==> config.mk <==
export PLATFORM = sky130hd
export DESIGN_NAME = fast_command_scheduler
export DESIGN_NICKNAME = d
export VERILOG_FILES = /design/src/rtl/fast_command_scheduler.sv
export SDC_FILE = /design/constraint.sdc
export NUM_CORES = 1
export LEC_CHECK = 0
export CAP_MARGIN = 40
export CELL_PAD_IN_SITES_DETAIL_PLACEMENT = 0
export CELL_PAD_IN_SITES_GLOBAL_PLACEMENT = 1
export CORE_MARGIN = 5
export CORE_UTILIZATION = 39
export CTS_CLUSTER_DIAMETER = 120
export DETAILED_ROUTE_END_ITERATION = 7
export HOLD_SLACK_MARGIN = 0.03
export PLACE_DENSITY = 0.84
export SLEW_MARGIN = 5
export SYNTH_ARGS = -nofsm -noshare
export SYNTH_HDL_FRONTEND = slang
export SYNTH_SLANG_ARGS = --single-unit
==> constraint.sdc <==
create_clock -name clk40 -period 5.4 [get_ports clk40]
set_clock_uncertainty 0.1 [all_clocks]
set_input_delay 0.54 -clock clk40 [delete_from_list [all_inputs] [get_ports clk40]]
set_output_delay 0.54 -clock clk40 [all_outputs]
set_load 0.1 [all_outputs]
==> src/rtl/fast_command_scheduler.sv <==
// fast_command_scheduler
//
// Arbitrates the 40 MHz fast-command stream. A free-running bunch-crossing counter inserts BCR at
// a programmable orbit position; single-cycle requests (L1A, L1A reset, charge injection,
// waveform-sampler start/stop) are latched into one-deep pending flags and granted one per cycle
// by fixed priority. Every emitted ChargeInj arms a delay counter that later issues an automatic
// L1A on the same code as the external L1A.
//
// Ports:
//   clk40, reset            40 MHz clock, asynchronous active-high reset
//   enable                  low: flags and delay counter clear, only BCR/IDLE emitted
//   bcrPosition             BX at which BCR goes out (>= ORBIT_LEN disables BCR)
//   l1aDelay                ChargeInj-to-auto-L1A distance in BX (0 behaves as 1)
//   req*                    single-cycle request pulses
//   fcValid, fcCode         registered command for the BX on bcCount
//   bcCount                 BX number aligned with fcCode
//   autoL1APending          auto-L1A delay counter running
//   dropCount, slipCount    saturating counters of dropped requests and BCR-slipped auto-L1As

module fast_command_scheduler #(
  parameter int unsigned ORBIT_LEN = 3564
) (
  input  logic        clk40,
  input  logic        reset,
  input  logic        enable,
  input  logic [11:0] bcrPosition,
  input  logic [8:0]  l1aDelay,
  input  logic        reqL1A,
  input  logic        reqL1ARst,
  input  logic        reqChargeInj,
  input  logic        reqWSStart,
  input  logic        reqWSStop,
  output logic        fcValid,
  output logic [2:0]  fcCode,
  output logic [11:0] bcCount,
  output logic        autoL1APending,
  output logic [7:0]  dropCount,
  output logic [7:0]  slipCount
);

  typedef enum logic [2:0] {
    FcIdle      = 3'd0,
    FcBcr       = 3'd1,
    FcL1A       = 3'd2,
    FcL1ARst    = 3'd3,
    FcChargeInj = 3'd4,
    FcWSStart   = 3'd5,
    FcWSStop    = 3'd6
  } fcCmd_e;

  localparam logic [11:0] LastBc = 12'(ORBIT_LEN - 1);

  // Flag vector bit order: 0 L1A, 1 L1ARst, 2 ChargeInj, 3 WSStart, 4 WSStop.
  logic [4:0]  reqVec;
  logic [4:0]  pendingQ, pendingD;
  logic [4:0]  grant;
  logic [4:0]  dropVec;
  logic [11:0] nextBcQ, nextBcD;
  logic [11:0] bcQ;
  logic [8:0]  delayQ, delayD;
  logic [8:0]  delayLoad;
  logic [7:0]  dropQ, dropD, slipQ, slipD;
  logic [8:0]  dropSum, slipSum;
  logic [2:0]  dropInc;
  fcCmd_e      codeQ, codeD;
  logic        validQ;
  logic        bcrHit, autoDue, autoBusy, autoFire, slipInc;

  assign reqVec    = {reqWSStop, reqWSStart, reqChargeInj, reqL1ARst, reqL1A};
  // nextBcQ is the BX being loaded on the coming edge, so BCR lands exactly on bcrPosition.
  assign bcrHit    = (nextBcQ == bcrPosition);
  assign autoBusy  = (delayQ != 9'd0);
  assign autoDue   = (delayQ == 9'd1);
  assign delayLoad = (l1aDelay == 9'd0) ? 9'd1 : l1aDelay;
  assign nextBcD   = (nextBcQ == LastBc) ? 12'd0 : nextBcQ + 12'd1;

  // Arbitration: BCR, then auto-L1A, then pending flags in fixed order.
  always_comb begin
    codeD    = FcIdle;
    grant    = '0;
    autoFire = 1'b0;
    slipInc  = 1'b0;
    if (bcrHit) begin
      codeD   = FcBcr;
      slipInc = enable & autoDue;
    end else if (enable) begin
      if (autoDue) begin
        codeD    = FcL1A;
        autoFire = 1'b1;
      end else if (pendingQ[0]) begin
        codeD    = FcL1A;
        grant[0] = 1'b1;
      end else if (pendingQ[1]) begin
        codeD    = FcL1ARst;
        grant[1] = 1'b1;
      end else if (pendingQ[2] && !autoBusy) begin
        codeD    = FcChargeInj;
        grant[2] = 1'b1;
      end else if (pendingQ[3]) begin
        codeD    = FcWSStart;
        grant[3] = 1'b1;
      end else if (pendingQ[4]) begin
        codeD    = FcWSStop;
        grant[4] = 1'b1;
      end
    end
  end

  // Flag, delay-counter and statistics next state.
  always_comb begin
    pendingD = '0;
    dropVec  = '0;
    delayD   = '0;
    if (enable) begin
      // A request coinciding with its own grant re-arms the flag instead of being dropped.
      pendingD = (pendingQ & ~grant) | reqVec;
      dropVec  = reqVec & pendingQ & ~grant;
      if (grant[2]) begin
        delayD = delayLoad;
      end else if (autoFire) begin
        delayD = '0;
      end else if (delayQ > 9'd1) begin
        delayD = delayQ - 9'd1;
      end else begin
        // Holds at 1 while BCR keeps the due auto-L1A off the bus.
        delayD = delayQ;
      end
    end
    dropInc = '0;
    for (int i = 0; i < 5; i++) begin
      dropInc = dropInc + {2'b00, dropVec[i]};
    end
    dropSum = {1'b0, dropQ} + {6'd0, dropInc};
    slipSum = {1'b0, slipQ} + {8'd0, slipInc};
    dropD   = dropSum[8] ? 8'hff : dropSum[7:0];
    slipD   = slipSum[8] ? 8'hff : slipSum[7:0];
  end

  always_ff @(posedge clk40 or posedge reset) begin
    if (reset) begin
      nextBcQ  <= '0;
      bcQ      <= '0;
      codeQ    <= FcIdle;
      validQ   <= 1'b0;
      pendingQ <= '0;
      delayQ   <= '0;
      dropQ    <= '0;
      slipQ    <= '0;
    end else begin
      nextBcQ  <= nextBcD;
      bcQ      <= nextBcQ;
      codeQ    <= codeD;
      validQ   <= (codeD != FcIdle);
      pendingQ <= pendingD;
      delayQ   <= delayD;
      dropQ    <= dropD;
      slipQ    <= slipD;
    end
  end

  assign fcCode         = codeQ;
  assign fcValid        = validQ;
  assign bcCount        = bcQ;
  assign autoL1APending = autoBusy;
  assign dropCount      = dropQ;
  assign slipCount      = slipQ;

endmodule

# Word-level counts from Yosys, hierarchy flattened
# Cells that the tools add are included.
# W data, S select, Z words.
# op_classes
n_reduce_logical	5
n_mux	34
n_eq_ne	4
order_cmp	1
add_sub_neg	8
n_bitwise	6
# ops
op	count
$mux W9	5
$mux W3	9
$mux W5	5
$mux W8	2
$and A5 B5 Y5	3
$add A12 B1 Y12 const B	1
$eq A12 B12 Y1	1
$eq A12 B12 Y1 const B	1
$mux W12	1
$mux W1	10
$add A8 B1 Y9	1
$add A8 B3 Y9	1
$eq A9 B1 Y1 const B	1
$gt A9 B1 Y1 const B	1
$logic_not A9 Y1	1
$reduce_bool A9 Y1	1
$sub A9 B1 Y9 const B	1
$add A3 B1 Y3	2
$not A5 Y5	1
$or A5 B5 Y5	1
$mux W4	1
$ne A4 B1 Y1 const B	1
$add A2 B1 Y3	1
$reduce_bool A3 Y1	1
5 further kinds	5
# totals
regBits	58
output_inout_bits	33
wordCells	66

# Longest topological paths before layout
# Gate-level depths: netlist of run 1.
# depth
ltp_word	18
ltp_mapped	15
mapped_depth_nobuf	14

# Least setup slack after synthesis of run 1
# No wires, ideal clock.
# synth_path
kind	input to register
startpoint	in bcrPosition[7]
endpoint	reg dropQ[5], in the netlist dropCount[5]
setup_slack_ns	1.331
n_path_buf	0
path_stages	13
arrival_ns	3.831
cell_sequence	xor2_1 > nor4_1 > a31oi_1 > a21boi_1 > and3_1 > fa_1 > fa_1 > ha_1 > fa_1 > a21oi_1 > nor2_1 > nand3_1 > nand3_1
# synth_between
elab_chain_len	11
# synth_rtl
item	line	source
start: declaration	26	input logic [11:0] bcrPosition,
$eq A12 B12 Y1 (*)	71	assign bcrHit = (nextBcQ == bcrPosition);
$mux W5 (*)	83	if (bcrHit) begin
$not A5 Y5 (*)	117	dropVec = reqVec & pendingQ & ~grant;
$and A5 B5 Y5 (*)	117	
$mux W5 (*)	114	if (enable) begin
$add A1 B1 Y2	131	dropInc = dropInc + {2'b00, dropVec[i]};
$add A2 B1 Y3	131	
$add A3 B1 Y3	131	
$add A3 B1 Y3 (*)	131	
$add A8 B3 Y9 (*)	133	dropSum = {1'b0, dropQ} + {6'd0, dropInc};
$mux W8 (*)	135	dropD = dropSum[8] ? 8'hff : dropSum[7:0];
net dropD[5]	62	logic [7:0] dropQ, dropD, slipQ, slipD;
end signal: assignment	156	dropQ <= dropD;
end: declaration	62	
# Mark *: on every way through the listed nets, which the timed path passes. The rest lies on a longest branch.
# A chain may end at the register's enable or synchronous reset.

# Worst setup path in the final report of run 1
# layout_path
startpoint	in bcrPosition[10]
endpoint	reg dropQ[5], in the netlist dropCount[5]
# Same word-level chain as after synthesis.

==> results of run 1 <==
[flip-flops by register name, summed over array words and instances, names as in the netlist]
name	count
bcCount	12
nextBcQ	12
delayQ	9
dropCount	8
slipCount	8
pendingQ	5
fcCode	3
fcValid	1
[per-layer routing]
metal  vias up  share of wire, %
met5         -                 0
met4         0              0.11
met3         2               4.5
met2        65                49
met1      1231                46
li1       1213                 -
[layout by cell type (no fill, tap or decap), drive strengths merged, types with 2 or more instances in the layout]
cell           Yosys  routed
xor2              18      18
dfrtp             58      58
nand3             21      21
and3              11      11
clkbuf             1      10
nor4               7       7
a31oi              4       4
nand2b             5       5
nand3b             2       2
ha                10      10
nor3               9       9
fa                 3       3
nand4              4       4
a32oi              2       2
xnor2             16      16
o21ai             15      15
nand2             19      19
clkinvlp           0       3
clkdlybuf4s50      0      61
nor2b              3       3
a21o               2       2
nor2              22      22
buf                3      38
clkinv             0       2
a21oi             18      18
o21a               7       7
inv                9      10
[critical path, delay by kind of cell]
family | cells | cell delay [ns]
simple gates | 6 | 1.48
fa+ha+maj | 4 | 1.58
xor+xnor | 1 | 0.18
compound gates | 2 | 0.44
buf+inv | 1 | 0.43
[cell families after synthesis]
logic type / share of synthesized area, %
flip-flops: 49.7
AND/OR/NAND/NOR: 20.2
buffers and inverters: 2.23
adder cells (fa/ha/maj): 6.34
XOR/XNOR: 10.2
AO/OA/AOI/OAI: 11.4
[stage by stage]
stage	setup WS, ns	hold WS (ns)	total power, W
global route	0.485	0.391	0.00183
detailed placement	0.484	0.361	0.00138
global placement	0.657	0.356	0.00126
floorplan	1.33	0.249	0.00109
finish	0.859	0.366	0.00174
CTS	0.829	0.371	0.00175
[area by class of cell]
class                   instances  area (sq um)  share of cell area [%]
clock buffers                  10           138                    3.13
inverters                       9          33.8                   0.768
well taps                      99           124                    2.82
multi-input cells             212          1410                    31.9
clock inverters                 6          41.3                   0.939
repair buffers                 99          1210                    27.4
flip-flops and latches         58          1450                    33.0
[path summary, 6_finish.rpt]
check                                to  slack (ns)  cells after the start
max reg2reg                dropCount[5]        1.02                     13
min reg2reg                  bcCount[8]        0.37                      0
max in group asynchronous    nextBcQ[8]        3.93                      3
min                          bcCount[8]        0.37                      0
min in group asynchronous  slipCount[6]        0.41                      2
max                        dropCount[5]        0.86                     14
[power by group]
| part | internal [W] | total (W) | switching [W] |
|---|---|---|---|
| logic | 0.000328 | 0.000824 | 0.000496 |
| clock network | 0.000179 | 0.000365 | 0.000187 |
| registers | 0.000490 | 0.000548 | 0.0000576 |
==> qor.txt, run 1 <==
========================================================================================
Proportion of layout cells with a drive suffix above 1                             15.2%
Data required time at the worst endpoint                                         5.50 ns
Count of max-cap constraint violations                                                 0
Wire length of the first global-routing pass                                   12,600 um
Inserted Clock Buffers                                                                 9
Final count of negative-setup-slack endpoints                                          0
Yosys top cell by area                                                           dfrtp_1
Global-route met1 utilization                                                      23.8%
End-of-flow core utilization                                                       60.3%
Worst-path maximum fanout                                                              6
Synthesized netlist net count                                                        325
Met3 demand-to-capacity share in global routing                                    4.42%
Launch point of the worst reg-to-reg path                                      delayQ[6]
Maximum number of pins on one net before global-route repair                          42
Post-synthesis instance area                                                0.00292 sq mm
Sequential cell area fraction in the yosys report                                  49.7%
Setup crit end kind                                                            flip-flop
Overall die area                                                            0.00932 sq mm
Effective utilization at floorplan                                                 40.1%
Die width                                                                        96.6 um
Initial antenna violation count                                                        0
Post-detail-place hpwl                                                           5620 um
Top achievable clock speed                                                       220 MHz
Register clock-pin slew on the reported worst setup and hold paths               0.07 ns
Worst-case vdd ir drop                                                          0.338 mV
Number of nets with antenna violations after detailed routing                          0
Clock tree from TritonCTS                                                            yes
Beginning of the worst hold path                                              nextBcQ[8]
TritonCTS Sinks                                                                       58
Routed vias/inst                                                                    5.09
CP startpoint kind                                                          primary input
Time the final worst path needs with I/O delays and setup                        4.54 ns
Tightest Pin Transition                                                         0.667 ns
Final nets                                                                           431
Cells traversed along the worst timing path                                 clkdlybuf4s50_1 > xor2_1 > nor4_1 > and3_1 > o21a_1 > and3_1 > fa_1 > fa_1 > ha_1 > fa_1 > a21oi_1 > nor2_1 > nand3_1 > nand3_1
Global Route met2 Usage                                                            28.0%
Count of flip-flops with a built-in enable after synthesis                             0
Classification of the worst setup path                                      primary input to flip-flop
Async set or reset register ratio after synthesis                                   100%
Weighted congestion at the end of routability-driven global placement              0.808
Status                                                                      complete, no violations
I/O Buffers                                                                           61
Final non-filler cell area                                                  0.00440 sq mm
Number of fill cells in the layout                                                   643
Worst stage delay on the critical path                                           0.61 ns
Predominant post-synthesis flop cell                                             dfrtp_1
Count leader, synth                                                              dfrtp_1
Number of cell rows                                                                   31
Max-slew violation count                                                               0
Vias in the first global route                                                     2,560
Number of search-and-repair iterations in the first detailed-routing pass              4
Synth warn                                                                             0
Iteration-0 DRC Markers                                                               87
Final global-route overflow total                                                      0
Synthesized instance count                                                           283
Post-Layout Cell Count                                                               493
Routed wire length per instance                                                  15.3 um
Grt peak-use layer                                                                  met2
I/O Pins                                                                              62
Drc violations                                                                         0
Post-CTS setup-driven buffer insertion count                                           0
Post-Place Cells                                                                     477
Period utilisation layout                                                          84.1%
Register bit total from synthesis                                                     58
Top cells by area in the synthesized netlist                                dfrtp_1 (50%), xor2_1 (5.4%), xnor2_1 (4.8%)
Buffer cell driving the clock tree root                                         clkbuf_8
Post-DP Area                                                                0.00422 sq mm
Largest buffer count on any clock path                                                 2
Slew margin rel.                                                                   55.1%
Avg Inst Size Synth                                                           10.3 sq um
Distinct cell type count of the synthesized netlist                                   44
Total number of H-tree levels                                                          3
RSZ-0062 raised after global routing                                                  no
Die height                                                                       96.6 um
Share of Yosys cell area claimed by the top area cell type                         49.7%
Total of cells resized after clock tree synthesis                                      0
Setup_tns                                                                           0 ns
Power density relative to cell area                                          395 mW/mm^2
Worst hold path class                                                       flip-flop to flip-flop
Vias                                                                               2,511
Clock latency on the worst-skew pair                                             0.33 ns
Leakage power total                                                              1.97 nW
Most frequent cells after synthesis                                         dfrtp_1 (58), nor2_1 (22), nand3_1 (21)
WL final                                                                         7520 um
# diodes                                                                               0
Critical path startpoint                                                    bcrPosition[10]
Most frequent cell on the critical path                                             fa_1
Standard cell core area                                                     0.00729 sq mm
Critical path's slowest cell                                                      nor4_1
Area growth from synthesis to layout                                               50.6%
Worst Path Arrival                                                               4.64 ns
Post-cts hold buffer count                                                             0
Final hold violations                                                                  0
Tot GR Track Use                                                                   17.5%
========================================================================================
No activity file was read; power rests on OpenSTA's default activity.
==> inputs of run 2 (changes only) <==
CORE_UTILIZATION = 35   (was 39)
PLACE_DENSITY = 0.8   (was 0.84)
clock period = 3.75 ns   (was 5.4 ns; I/O delays follow)
==> run 2 against run 1 <==
Compared with the run above:
- the run now ends with negative setup slack left
- combinational power up 58%
- final cell count up 9.1%
- die area up 10%
- worst hold slack better by 0.0020 ns
- clock power up 72%
- via count up 4.2%
- core utilization down 1.8 points
- clock-buffer cell count up 1
- first-iteration DRC count down 16%
- non-clock buffer count up 39
- largest cell class is now multi-input combinational cells
==> qor.txt, run 2 (same netlist as run 1, synthesis figures left out) <==
========================================================================================
Status                                                                      complete, but fails checks
Violations in the final reports                                             negative setup slack
Clock tree from TritonCTS                                                            yes
Power density relative to cell area                                          566 mW/mm^2
Area growth from synthesis to layout                                               63.9%
Data required time at the worst endpoint                                         3.89 ns
Number of search-and-repair iterations in the first detailed-routing pass              4
Setup crit end kind                                                            flip-flop
Register clock-pin slew on the reported worst setup and hold paths               0.07 ns
Die width                                                                         101 um
Commonest non-fill, non-tap cell in the layout                                   dfrtp_1
Die height                                                                        101 um
Clock latency on the worst-skew pair                                             0.34 ns
Period utilisation layout                                                           101%
Wire length of the first global-routing pass                                   12,900 um
Worst Path Arrival                                                               3.90 ns
CP startpoint kind                                                          primary input
I/O Buffers                                                                           61
Final global-route overflow total                                                      0
Top routing layer in use                                                            met4
Post-Layout Cell Count                                                               538
Final count of negative-setup-slack endpoints                                          1
Worst hold path class                                                       primary input to asynchronous set/reset pin
Leakage power total                                                              2.21 nW
Iteration-0 DRC Markers                                                               73
Slew margin rel.                                                                   52.3%
Inserted Clock Buffers                                                                 9
Vias                                                                               2,616
Top achievable clock speed                                                       265 MHz
Post-Place Cells                                                                     513
Worst-path maximum fanout                                                              4
Number of fill cells in the layout                                                   695
Classification of the worst setup path                                      primary input to flip-flop
WL met1                                                                          3330 um
Weighted congestion at the end of routability-driven global placement              0.860
Initial antenna violation count                                                        0
Minimum setup slack in the final design                                       -0.0195 ns
Post-detail-place hpwl                                                           5800 um
Hold slack                                                                      0.368 ns
TritonCTS Sinks                                                                       58
Proportion of layout cells with a drive suffix above 1                             26.1%
Max-slew violation count                                                               0
Count of max-cap constraint violations                                                 0
Tot GR Track Use                                                                   16.2%
Commonest non-fill, non-tap cells in the layout                             dfrtp_1 (58), clkdlybuf4s50_1 (56), buf_4 (44)
WL final                                                                         7750 um
Tightest Pin Transition                                                         0.715 ns
Final hold violations                                                                  0
Routed wire length per instance                                                  14.4 um
Number of cell rows                                                                   33
Routed vias/inst                                                                    4.86
Largest buffer count on any clock path                                                 2
Standard cell core area                                                     0.00818 sq mm
Vias in the first global route                                                     2,668
Total number of H-tree levels                                                          3
Number of nets with antenna violations after detailed routing                          0
Setup_tns                                                                     -0.0195 ns
Final nets                                                                           470
Final Power                                                                    0.00271 W
Drc violations                                                                         0
# diodes                                                                               0
Buffer cell driving the clock tree root                                         clkbuf_8
RSZ-0062 raised after global routing                                                 yes
Time the final worst path needs with I/O delays and setup                        3.77 ns
Wire length on met2                                                              3900 um
Worst-case vdd ir drop                                                          0.393 mV
Overall die area                                                            0.0103 sq mm
I/O Pins                                                                              62
Maximum number of pins on one net before global-route repair                          35
Effective utilization at floorplan                                                 35.7%
Detailed-routed wire length on met3                                               362 um
========================================================================================
run 2: final timing paths:
check | start | to | slack (ns) | cells past startpoint
min reg2reg | nextBcQ[11] | bcCount[11] | 0.43 | 1
min | reset | nextBcQ[4] | 0.37 | 2
max reg2reg | nextBcQ[7] | dropCount[7] | 0.02 | 14
min in group clk40 | nextBcQ[11] | bcCount[11] | 0.43 | 1
max in group asynchronous | reset | dropCount[0] | 2.37 | 3
max | bcrPosition[11] | dropCount[7] | -0.02 | 15
run 2: repair_timing:
| action | CTS | global route |
|---|---|---|
| setup endpoints to repair | 8 | 8 |
| setup buffers | 3 | 6 |
| hold buffers | 0 | 0 |
| resized for setup | 12 | 6 |
| pin swaps | 14 | 14 |
run 2: stage by stage:
stage / util (%) / setup slack (ns) / area [sq um]
2_1_floorplan: - / 0.00612 / 2960
3_3_place_gp: 48.1 / -0.438 / 3930
3_5_place_dp: 54.3 / -0.521 / 4440
4_1_cts: 57.7 / -0.0691 / 4710
5_1_grt: 58.6 / -0.197 / 4790
6_report: 58.6 / -0.0195 / 4790
run 2: area by class of cell:
cell class	instances	area (sq um)	share of cell area [%]
clock buffers	11	131	2.74
repair buffers	138	1450	30.3
multi-input cells	212	1510	31.6
flip-flops and latches	58	1450	30.3
clock inverters	5	78.8	1.65
inverters	9	33.8	0.706
well taps	105	131	2.74
run 2: layer usage:
metal	vias to the layer above	global-route usage [%]
met2	63	26.4
met1	1246	20.1
met5	-	0
met3	14	4.89
met4	0	6.54
li1	1293	-
run 2: worst max-delay path, stage by stage:
cell             delay, ns
clkdlybuf4s50_1       0.41
xor2_1                0.17
nor4_2                0.32
buf_4                 0.18
a31oi_4               0.09
a21boi_2              0.14
and3_4                0.19
fa_1                  0.43
fa_1                  0.50
ha_2                  0.21
fa_2                  0.37
a21oi_4               0.19
buf_4                 0.13
nand3_1               0.06
o21a_1                0.11
run 2: where the power goes:
group / switching (W) / total (W) / internal [W]
clock network: 0.000253 / 0.000626 / 0.000373
registers: 0.0000827 / 0.000789 / 0.000706
logic: 0.000741 / 0.00130 / 0.000555
==> inputs of run 3 (changes only) <==
CAP_MARGIN = 20   (was 40)
CTS_CLUSTER_DIAMETER = not set   (was 120)
==> run 3 against run 2 <==
Compared with the run above:
- the run now ends clean
- critical path depth is the same
- non-clock buffer count down 36
- sequential share of layout area increased by 4.0 points
- clock-buffer cell count shrank 1
- worst hold slack gained 0.016 ns
- largest power group unchanged
==> qor.txt, run 3 (same netlist as run 1, synthesis figures left out) <==
========================================================================================
Status                                                                      complete, no violations
Launch point of the worst reg-to-reg path                                     nextBcQ[2]
Worst Path Arrival                                                               3.84 ns
Routed wire length per instance                                                  14.5 um
Wire length of the first global-routing pass                                   12,500 um
Overall die area                                                            0.0103 sq mm
Leakage power total                                                              1.94 nW
Slew margin rel.                                                                   33.3%
Register clock-pin slew on the reported worst setup and hold paths               0.06 ns
Tot GR Track Use                                                                   15.5%
Maximum number of pins on one net before global-route repair                          35
Data required time at the worst endpoint                                         3.86 ns
Dominant delay contributor by cell family on the critical path               adder cells
Total number of H-tree levels                                                          3
Setup_tns                                                                           0 ns
Sequential Area                                                             0.00145 sq mm
Worst hold path class                                                       primary input to asynchronous set/reset pin
Buffer cell driving the clock tree root                                         clkbuf_8
I/O Buffers                                                                           61
Hold slack                                                                      0.384 ns
Weighted congestion at the end of routability-driven global placement              0.860
Number of search-and-repair iterations in the first detailed-routing pass              5
Largest buffer count on any clock path                                                 2
Worst-path maximum fanout                                                              4
Period utilisation layout                                                          99.5%
Die width                                                                         101 um
Number of buffer and inverter instances along the worst setup path                     2
Minimum setup slack in the final design                                        0.0191 ns
Worst stage delay on the critical path                                           0.51 ns
Inserted Clock Buffers                                                                 9
Number of nets with antenna violations after detailed routing                          0
Count of max-cap constraint violations                                                 0
Worst-case vdd ir drop                                                          0.327 mV
Vias                                                                               2,430
Worst r2r path cells                                                                  14
Power density relative to cell area                                          588 mW/mm^2
TritonCTS Sinks                                                                       58
Proportion of layout cells with a drive suffix above 1                             19.0%
Final nets                                                                           434
Post-DP Area                                                                0.00393 sq mm
Critical path startpoint                                                    bcrPosition[8]
Vias in the first global route                                                     2,538
Iteration-0 DRC Markers                                                               55
Levels on crit path                                                                   15
Number of fill cells in the layout                                                   773
I/O Pins                                                                              62
Clock latency on the worst-skew pair                                             0.33 ns
Setup crit end kind                                                            flip-flop
Die height                                                                        101 um
Commonest non-fill, non-tap cell in the layout                                   dfrtp_1
Final non-filler cell area                                                  0.00422 sq mm
Final hold violations                                                                  0
Multi-input gate area in the final layout                                   0.00151 sq mm
Final count of negative-setup-slack endpoints                                          0
Commonest non-fill, non-tap cells in the layout                             dfrtp_1 (58), clkdlybuf4s50_1 (55), buf_4 (41)
Tightest Pin Transition                                                         0.997 ns
Area growth from synthesis to layout                                               44.6%
Drc violations                                                                         0
Final Power                                                                    0.00249 W
Routed vias/inst                                                                    4.86
Cells traversed along the worst timing path                                 clkdlybuf4s50_1 > xor2_1 > nor4_2 > buf_4 > a31oi_4 > a21boi_2 > and3_4 > fa_1 > fa_2 > ha_4 > fa_2 > a21oi_4 > nor2b_2 > xnor2_1 > nand2_1
Classification of the worst setup path                                      primary input to flip-flop
Top achievable clock speed                                                       268 MHz
Flop-to-flop setup slack                                                         0.04 ns
Final global-route overflow total                                                      0
Most frequent cell on the critical path                                             fa_2
Clock tree from TritonCTS                                                            yes
# diodes                                                                               0
Post-cts hold buffer count                                                             0
CP startpoint kind                                                          primary input
Effective utilization at floorplan                                                 35.7%
Number of cell rows                                                                   33
Standard cell core area                                                     0.00818 sq mm
Post-placement setup slack                                                     -0.536 ns
Max-slew violation count                                                               0
R2R Path End                                                                dropCount[4]
Initial antenna violation count                                                        0
RSZ-0062 raised after global routing                                                 yes
Post-detail-place hpwl                                                           5450 um
Critical path's slowest cell                                                        fa_2
Time the final worst path needs with I/O delays and setup                        3.73 ns
WL final                                                                         7270 um
========================================================================================
-- run 3: cell count changes in the layout (fill, tap and decap cells not counted), sizes merged --
| cell | before | now |
|---|---|---|
| buf | 77 | 41 |
| bufinv | 2 | 1 |
| clkdlybuf4s50 | 56 | 55 |
| clkbuf | 11 | 10 |
| dlymetal6s2s | 2 | 3 |
-- run 3: metrics by stage --
stage	util, %	std cells
5_1_grt	51.7	500
2_1_floorplan	-	283
3_3_place_gp	48.1	480
3_5_place_dp	48.1	480
6_report	51.7	500
4_1_cts	51.0	497
-- run 3: what timing repair did --
action                                  4_1_cts  5_1_grt
pin swaps                                    19       11
gates resized for setup                      12        7
endpoints found under the setup margin        8        8
cloned                                        0        0
setup buffers                                 3        3
-- run 3: cell type report --
cell class	count	share of cell area (%)
clock buffer	10	3.02
clock inverter	4	1.07
inverter	9	0.800
multi-input combinational	212	35.8
sequential	58	34.4
tap	105	3.11
timing repair buffer	102	21.8
-- run 3: worst reg2reg max path: cells and delay by family, from the launching register on --
kind | cells | cell delay [ns]
flip-flops | 1 | 0.39
XOR/XNOR | 2 | 0.31
AO/OA/AOI/OAI | 3 | 0.44
adder cells (fa/ha/maj) | 4 | 1.51
buffers and inverters | 1 | 0.19
AND/OR/NAND/NOR | 4 | 0.68
-- run 3: worst max path at each step --
stage	slack (ns)	to
6_report	0.02	dropCount[4]
5_1_grt	-0.12	dropCount[5]
4_1_cts	-0.08	dropCount[4]
3_5_place_dp	-0.54	dropCount[5]
3_3_place_gp	-0.44	dropCount[5]
2_1_floorplan	0.006	dropCount[5]
-- run 3: layer usage --
metal | track usage [%] | share of wire (%)
met1 | 19.9 | 45
met2 | 25.3 | 49
met3 | 3.86 | 4.7
met4 | 5.52 | 1.1
met5 | 0 | 0
-- run 3: power by group --
part / internal [W] / leakage [nW] / switching [W] / total, W
Sequential: 0.000706 / 0.754 / 0.0000823 / 0.000789
Clock: 0.000296 / 0.0918 / 0.000234 / 0.000530
Combinational: 0.000445 / 1.09 / 0.000721 / 0.00117
Total: 0.00145 / 1.94 / 0.00104 / 0.00249
==> RTL edit, RTL diff (flow settings as in run 3) <==
The output `bcCount` loses its register stage (`bcQ` becomes a continuous assignment).
--- a/src/rtl/fast_command_scheduler.sv
+++ b/src/rtl/fast_command_scheduler.sv
@@ -140,5 +140,4 @@
     if (reset) begin
       nextBcQ  <= '0;
-      bcQ      <= '0;
       codeQ    <= FcIdle;
       validQ   <= 1'b0;
@@ -149,5 +148,4 @@
     end else begin
       nextBcQ  <= nextBcD;
-      bcQ      <= nextBcQ;
       codeQ    <= codeD;
       validQ   <= (codeD != FcIdle);
@@ -158,4 +156,6 @@
     end
   end
+
+  assign bcQ = nextBcQ;
 
   assign fcCode         = codeQ;
Check against the original RTL: not equivalent (Yosys sat finds a counterexample within 4 cycles, from zero or initial values and one cycle with reset high).
==> RTL edit against run 3 <==
  * First-iteration DRC count up 38%
  * Synthesized cell count down 9.5%
  * Worst setup slack worse by 0.011 ns
  * Sequential power down 22%
  * Critical endpoint is now dropCount[5]$_DFF_PP0_
  * Wire length down 15%
  * Clock power down 41%
  * Final cell count down 9.8%
  * Synthesized area down 12%
  * Cell area down 12%
  * Sequential cell count down 12
  * Non-clock buffer count down 10
  * Power down 22%
==> RTL edit: results <==
set metrics [dict create \
    post_synth_most_frequent_cells "sky130_fd_sc_hd__dfrtp_1, sky130_fd_sc_hd__xnor2_1, sky130_fd_sc_hd__nor2_1, sky130_fd_sc_hd__nand2_1, sky130_fd_sc_hd__nand3_1" \
    detail_placement_hpwl_um 4890 \
    synth_area_leaders "sky130_fd_sc_hd__dfrtp_1, sky130_fd_sc_hd__xnor2_1, sky130_fd_sc_hd__ha_1" \
    leakage_nw 1.64 \
    drt-vias-per-instance 4.87 \
    number_of_global_route_vias_before_repair 2237 \
    cts.htree.levels 2 \
    cp_slowest_cell "sky130_fd_sc_hd__clkdlybuf4s50_1" \
    maxSlewHeadroom_pct 33.1 \
    detail_route.wirelength.met1_um 2820 \
    insertion_delay_ns 0.30 \
    post-layout-total-power_mw 1.94 \
    postRouteWirelength_um 6150 \
    post-place-cells 442 \
    worst_setup_hold_path_clk_slew_ns 0.09 \
    gpl.final_weighted_congestion 0.762 \
    worstPathMaxFanout 6 \
    total_global_routing_track_utilization_pct 14.6 \
    met3_usage_pct 4.14 \
    port_buffers 61 \
    postSynthCellCount 256 \
    power.switching_fraction_pct 44.6 \
    drt-initial-drc-count 76 \
    final_net_count 393 \
    fraction_of_final_layout_cells_sized_beyond_drive_strength_1_pct 20.5 \
    grt_pass1_wl_um 10600 \
    layout.cells.non_filler 451 \
    antenna_violating_nets_post_route 0 \
    power_sequential_mw 0.617 \
    startpoint "bcrPosition[4]" \
    critical_path_arrival_ns 3.83 \
    met2WireLength_um 2870 \
    ys_seq_area_share_pct 44.5 \
    globalRouteMet2Util_pct 24.0 \
    outcome "finished clean" \
    grt_max_degree 47 \
    synth_fp_nets 298 \
    dp_worst_setup_slack_ns -0.354 \
    tritoncts.num_buffers 5 \
    vdd_drop_max_mv 0.361 \
    reg2reg_from "bcCount[5]$_DFF_PP0_" \
    detailedRoute.firstPassIterationCount 4 \
    part_of_the_total_power_dissipated_in_combinational_logic_pct 52.0 \
    globalRouteMet1Util_pct 19.1 \
    met3_routed_wl_um 418 \
    yosys_warnings 0 \
    timing.critical_path.slowest_cell_delay_ns 0.47 \
]
==> RTL edit: cells by family (layout without fill, tap and decap cells) <==
| kind of cell | Yosys count | in the layout | share of synthesized area [%] |
|---|---|---|---|
| adders and majority gates | 13 | 13 | 7.16 |
| DFF | 46 | 46 | 44.5 |
| AOI/OAI and AO/OA | 44 | 44 | 11.5 |
| and+or+nand+nor | 108 | 108 | 23.6 |
| xor gates and xnor gates | 33 | 33 | 11.2 |
| buffers and inverters | 12 | 108 | 2.03 |
==> RTL edit: what timing repair did <==
item,4_1_cts,5_1_grt
setup endpoints to repair,7,8
gates resized for setup,5,5
pin swaps,9,2
setup buffers,0,1
==> RTL edit: final timing paths <==
kind	depth (start not counted)	end	slack, ns
setup reg to reg	13	dropCount[5]$_DFF_PP0_	0.04
hold / removal	3	slipCount[6]$_DFF_PP0_	0.43
setup / recovery	14	dropCount[5]$_DFF_PP0_	0.008
min in group clk40	1	dropCount[6]$_DFF_PP0_	0.45
hold reg to reg	1	dropCount[6]$_DFF_PP0_	0.45
max in group asynchronous	3	bcCount[11]$_DFF_PP0_	2.69
==> RTL edit: stage by stage <==
stage                     instance area, um2  setup TNS, ns  util, %
final                                   3730              0     51.7
after global routing                    3730          -1.24     51.7
after CTS                               3700         -0.142     51.3
after detailed placement                3590          -2.63     49.7
after global placement                  3590          -2.09     49.7
after floorplan                         2650         -0.789        -
==> RTL edit: cell type report <==
| cell class | count | area (um2) |
|---|---|---|
| repair buffers | 92 | 845 |
| clock inverters | 3 | 23.8 |
| flip-flops and latches | 46 | 1200 |
| multi-input cells | 198 | 1440 |
| clock buffers | 5 | 68.8 |
| inverters | 8 | 30.0 |
| fillers | 685 | 3490 |
| well taps | 99 | 124 |
